[src/rtl/uart_tx_if.sv]
// Byte handshake between a producer and the UART transmitter.
interface uart_tx_if;
    logic [7:0] tx_data;
    logic       tx_valid;
    logic       tx_ready;

    modport master (output tx_data, output tx_valid, input  tx_ready);
    modport slave  (input  tx_data, input  tx_valid, output tx_ready);
endinterface

[src/rtl/uart_tx.sv]
// 8N1 UART transmitter with a one-deep holding register for gapless frames.
// Define UART_TX_PARITY_EN to insert an even-parity bit between data and stop.
module uart_tx #(
    parameter int unsigned CLKS_PER_BIT = 16
) (
    input  logic      clk,
    input  logic      rst,
    uart_tx_if.slave  bus,
    output logic      tx,
    output logic      tx_busy
);
    localparam int unsigned CW = (CLKS_PER_BIT > 1) ? $clog2(CLKS_PER_BIT) : 1;
    localparam logic [CW-1:0] CNT_LAST = CW'(CLKS_PER_BIT - 1);

    typedef enum logic [2:0] {
        S_IDLE,
        S_START,
        S_DATA,
`ifdef UART_TX_PARITY_EN
        S_PARITY,
`endif
        S_STOP
    } state_e;

    state_e        state_q, state_d;
    logic [CW-1:0] cnt_q, cnt_d;
    logic [2:0]    idx_q, idx_d;
    logic [7:0]    shift_q, shift_d;
    logic [7:0]    hold_q, hold_d;
    logic          hold_full_q, hold_full_d;
    logic          tx_q, tx_d;
    logic          busy_q, busy_d;
`ifdef UART_TX_PARITY_EN
    logic          par_q, par_d;
`endif

    logic       accept;
    logic       bit_end;
    logic       load;
    logic [7:0] load_data;

    always_comb begin
        state_d     = state_q;
        cnt_d       = cnt_q;
        idx_d       = idx_q;
        shift_d     = shift_q;
        hold_d      = hold_q;
        hold_full_d = hold_full_q;
`ifdef UART_TX_PARITY_EN
        par_d       = par_q;
`endif
        accept    = bus.tx_valid && !hold_full_q;
        bit_end   = (cnt_q == CNT_LAST);
        load      = 1'b0;
        load_data = bus.tx_data;

        if (state_q == S_IDLE) begin
            load = accept;
        end else begin
            cnt_d = bit_end ? '0 : cnt_q + CW'(1);
            if (accept) begin
                hold_d      = bus.tx_data;
                hold_full_d = 1'b1;
            end
            case (state_q)
                S_START: if (bit_end) begin
                    state_d = S_DATA;
                    idx_d   = '0;
                end
                S_DATA: if (bit_end) begin
                    shift_d = shift_q >> 1;
                    if (idx_q == 3'd7) begin
`ifdef UART_TX_PARITY_EN
                        state_d = S_PARITY;
`else
                        state_d = S_STOP;
`endif
                    end else begin
                        idx_d = idx_q + 3'd1;
                    end
                end
`ifdef UART_TX_PARITY_EN
                S_PARITY: if (bit_end) state_d = S_STOP;
`endif
                S_STOP: if (bit_end) begin
                    // Chain the next frame on the stop-bit wrap so no idle bit appears.
                    if (hold_full_q) begin
                        load        = 1'b1;
                        load_data   = hold_q;
                        hold_full_d = 1'b0;
                    end else if (accept) begin
                        load        = 1'b1;
                        hold_full_d = 1'b0;
                    end else begin
                        state_d = S_IDLE;
                    end
                end
                default: state_d = S_IDLE;
            endcase
        end

        if (load) begin
            shift_d = load_data;
            state_d = S_START;
            cnt_d   = '0;
`ifdef UART_TX_PARITY_EN
            par_d   = ^load_data;
`endif
        end

        // Line level follows the next state so tx changes on the same edge as the state.
        case (state_d)
            S_START:  tx_d = 1'b0;
            S_DATA:   tx_d = shift_d[0];
`ifdef UART_TX_PARITY_EN
            S_PARITY: tx_d = par_d;
`endif
            default:  tx_d = 1'b1;
        endcase
        busy_d = (state_d != S_IDLE);
    end

    always_ff @(posedge clk) begin
        if (rst) begin
            state_q     <= S_IDLE;
            cnt_q       <= '0;
            idx_q       <= '0;
            shift_q     <= '0;
            hold_q      <= '0;
            hold_full_q <= 1'b0;
            tx_q        <= 1'b1;
            busy_q      <= 1'b0;
`ifdef UART_TX_PARITY_EN
            par_q       <= 1'b0;
`endif
        end else begin
            state_q     <= state_d;
            cnt_q       <= cnt_d;
            idx_q       <= idx_d;
            shift_q     <= shift_d;
            hold_q      <= hold_d;
            hold_full_q <= hold_full_d;
            tx_q        <= tx_d;
            busy_q      <= busy_d;
`ifdef UART_TX_PARITY_EN
            par_q       <= par_d;
`endif
        end
    end

    assign tx           = tx_q;
    assign tx_busy      = busy_q;
    assign bus.tx_ready = !hold_full_q;

endmodule

[src/flat_wrapper.sv]
// flat-port wrapper written by rule: the top's interface ports become plain ports
module uart_tx_flat 
#(
    parameter int unsigned CLKS_PER_BIT = 16
)
  (clk, rst, tx, tx_busy, bus_tx_data, bus_tx_valid, bus_tx_ready);
  uart_tx_if bus_i ();
  input  logic clk;
  input  logic rst;
  output logic tx;
  output logic tx_busy;
  input wire logic [$bits(bus_i.tx_data)-1:0] bus_tx_data;
  input wire logic [$bits(bus_i.tx_valid)-1:0] bus_tx_valid;
  output wire logic [$bits(bus_i.tx_ready)-1:0] bus_tx_ready;
  assign bus_i.tx_data = bus_tx_data;
  assign bus_i.tx_valid = bus_tx_valid;
  assign bus_tx_ready = bus_i.tx_ready;
  uart_tx #(.CLKS_PER_BIT(CLKS_PER_BIT)) u_core (.clk(clk), .rst(rst), .bus(bus_i), .tx(tx), .tx_busy(tx_busy));
endmodule
[config.mk]
export PLATFORM = sky130hd
export DESIGN_NAME = uart_tx_flat
export DESIGN_NICKNAME = d
export VERILOG_FILES = /design/src/rtl/uart_tx_if.sv /design/src/rtl/uart_tx.sv /design/src/flat_wrapper.sv
export SDC_FILE = /design/constraint.sdc
export NUM_CORES = 1
export LEC_CHECK = 0
export ABC_CLOCK_PERIOD_IN_PS = 3300
export CORE_ASPECT_RATIO = 0.5
export CORE_MARGIN = 2
export CORE_UTILIZATION = 55
export DETAILED_ROUTE_END_ITERATION = 16
export PLACE_DENSITY_LB_ADDON = 0.1
export SLEW_MARGIN = 40
export SYNTH_ARGS = -nofsm -noshare
export SYNTH_HDL_FRONTEND = slang
export SYNTH_SLANG_ARGS = --single-unit
[constraint.sdc]
create_clock -name clk -period 3.3 [get_ports clk]
set_input_delay 0.66 -clock clk [delete_from_list [all_inputs] [get_ports clk]]
set_output_delay 0.66 -clock clk [all_outputs]
set_load 0.05 [all_outputs]
==> metrics.cfg <==
[drt]
drc = 0
drtAntennaViolNets = 0
wl_per_cell_um = 14.5
drt_iter0_drc = 69
finalWirelength_um = 2990
first_pass_iters = 4
dr_total_vias = 1205
via_per_inst = 5.85

[finish]
stdcell_count = 206
fillers = 228
syn2layout_area_growth_pct = 14.6
nNetsFinal = 183
final_util_pct = 65.6
drive_gt1_share_pct = 10.1
antennaDiodeCount = 0

[setup_path]
critPathKind = in2reg
crit_family = buffers and inverters
crit_path_cell_trace = clkdlybuf4s50_1 -> or4b_4 -> o32ai_2 -> buf_4 -> a21oi_1 -> a221oi_2
cp_num_buf_inv = 2
worstSetupEndpointType = flip-flop
setup.worst_path.start_class = primary input
r2r_setup_slack_ns = 1.08
required_ns = 3.49
critical_path_peak_fanout = 20
cp_slowest_stage_delay_ns = 0.54
critPathArrivalTime_ns = 2.46
crit_slowest_cell = clkdlybuf4s50_1

[outcome]
outcome = finished clean

[clocking]
cts.sinks = 29
cts_tree = done
post_cts_buffers = 0
htreeDepth = 2
clk_latency_ns = 0.28
cts_buffers = 5
clk_pin_slew_worst_paths_ns = 0.06
cts_root_buf = clkbuf_8
ctsResizeCount = 0
cts.path.max_buffers = 2
cts_hold_buf = 0

[synthesis]
synthTopCellsByCount = dfxtp_1, mux2i_1, nor2_1, a21oi_1, nand2_1
synth_seq_cells = 29
yosysWarnings = 0
async_flop_share_pct = 0
yosysTopAreaCellShare_pct = 39.5
synth-edff-count = 0
synthesis.nets = 172
syn-cell-area_sq_um = 1470
avgSynthCellArea_sq_um = 9.31
yosysMostFrequentCell = dfxtp_1
synth_cells = 158
ys.flop_type = dfxtp_1
synth-seq-area-share_pct = 39.5
synth_cell_types = 40
yosysTopAreaCell = dfxtp_1
yosys-top-cells-area = dfxtp_1, mux2i_1, a221oi_2, a21oi_1, nor2_1

[global_route]
antenna_found_initial = 0
globalRouteOverflowTotal = 0
grt_pass1_vias = 1043
grt_max_degree = 28
grt_pass1_wl_um = 4910
grt_usage_pct = 21.6

[timing]
post-route-period-util_pct = 68.7
hold_viol = 0
finalSetupTns_ns = 0
fin_crit_ns = 2.27
max_freq_mhz = 441
slew_headroom_pct = 64.7
worstMarginPinSlew_ns = 0.529
setup_viol_count_final = 0
report.final.slew_viol_count = 0
fin_skew_ns = 0.00460
grt_setup_unrepaired = no

[floorplanning]
die_h_um = 40.6
start_util_pct = 57.3
coreArea_sq_um = 2570
row_count = 13
ios = 14
dieWidth_um = 77.1
die_area_sq_um = 3130

[placement]
io_buffers = 13
placed_cells = 199
gp_congestion = 0.817
dp_hpwl_um = 1970

[job]
cap_violations = 0

[power]
leakage_nw = 0.657
ir_drop_mv = 0.301
cellPowerDensity_nw_per_um2 = 454

[worst_hold_path]
hold_class = reg2reg

through the flow:
step                hold slack (ns)  power [mW]  setup slack [ns]  cell area, sq um
global placement              0.445       0.480             0.826              1600
finish                        0.452       0.765              1.03              1690
global route                  0.496       0.798             0.946              1690
CTS                           0.458       0.769              1.05              1690
floorplan                     0.436       0.454              1.48              1470
detailed placement            0.450       0.482             0.768              1600
routing by layer:
metal	wire length (um)	global-route usage [%]
met1	1500	27.7
met2	1200	35.7
met3	258	6.76
met4	29	7.59
met5	0	0
path summary, 6_finish.rpt:
check,from,endpoint,cells past startpoint
worst max-delay path,bus_tx_valid,u_core.shift_q[6],6
worst min-delay path,u_core.idx_q[1],u_core.idx_q[1],2
worst max register to register,u_core.cnt_q[0],u_core.shift_q[1],5
worst min register to register,u_core.idx_q[1],u_core.idx_q[1],2
kinds of logic (layout without fill, tap and decap cells):
group	count (synthesis)	in the layout	synth area share [%]
XOR/XNOR	1	1	0.595
other	1	1	0.255
flip-flops	29	29	39.5
buffers and inverters	14	25	5.02
multiplexers	17	17	11.6
AND/OR/NAND/NOR	58	58	21.4
AO/OA/AOI/OAI	35	35	19.1
adder cells (fa/ha/maj)	3	3	2.55
worst reg2reg max path: stages (launching register included):
cell and delay (ns):
dfxtp_1 0.37, ha_1 0.29, nand3_2 0.19, or4_1 0.77
mux2i_1 0.24, a221oi_2 0.28
where the power goes:
| part | switching, mW | total [mW] | internal (mW) |
|---|---|---|---|
| sequential | 0.0141 | 0.383 | 0.369 |
| clock | 0.124 | 0.289 | 0.165 |
| combinational | 0.0490 | 0.0929 | 0.0439 |
| total | 0.188 | 0.765 | 0.578 |
sequential cells by signal, indices dropped and copies added (netlist names):
signal and flops:
u_core.hold_q 8, u_core.shift_q 8, u_core.cnt_q 4, u_core.idx_q 3, u_core.state_q 3, u_core.hold_full_q 1
u_core.tx 1, u_core.tx_busy 1
cell type report:
| class | count | area (sq um) | share of cell area [%] |
|---|---|---|---|
| clock buffers | 7 | 86.3 | 5.12 |
| flip-flops and latches | 29 | 581 | 34.4 |
| multi-input cells | 115 | 817 | 48.4 |
| repair buffers | 15 | 145 | 8.61 |
| well taps | 37 | 46.3 | 2.74 |
| inverters | 3 | 11.3 | 0.668 |
cell usage in the layout, fill, tap and decap left out, types with 2 or more instances in the layout:
| cell type | count |
|---|---|
| o21ai_0 | 2 |
| a21oi_1 | 13 |
| or3b_1 | 3 |
| inv_1 | 3 |
| nor2_1 | 14 |
| mux2i_1 | 17 |
| nor3_1 | 8 |
| ha_1 | 3 |
| clkdlybuf4s50_1 | 13 |
| a221oi_2 | 5 |
| dfxtp_1 | 29 |
| nand3_1 | 3 |
| clkbuf_8 | 6 |
| nand2_1 | 13 |
| buf_4 | 2 |
| a211oi_1 | 5 |
| or2_0 | 2 |
| or3_1 | 2 |
| o211ai_1 | 2 |
| and3_1 | 4 |
| nand2b_1 | 2 |
Note: power is estimated with default switching activity, not from simulation.
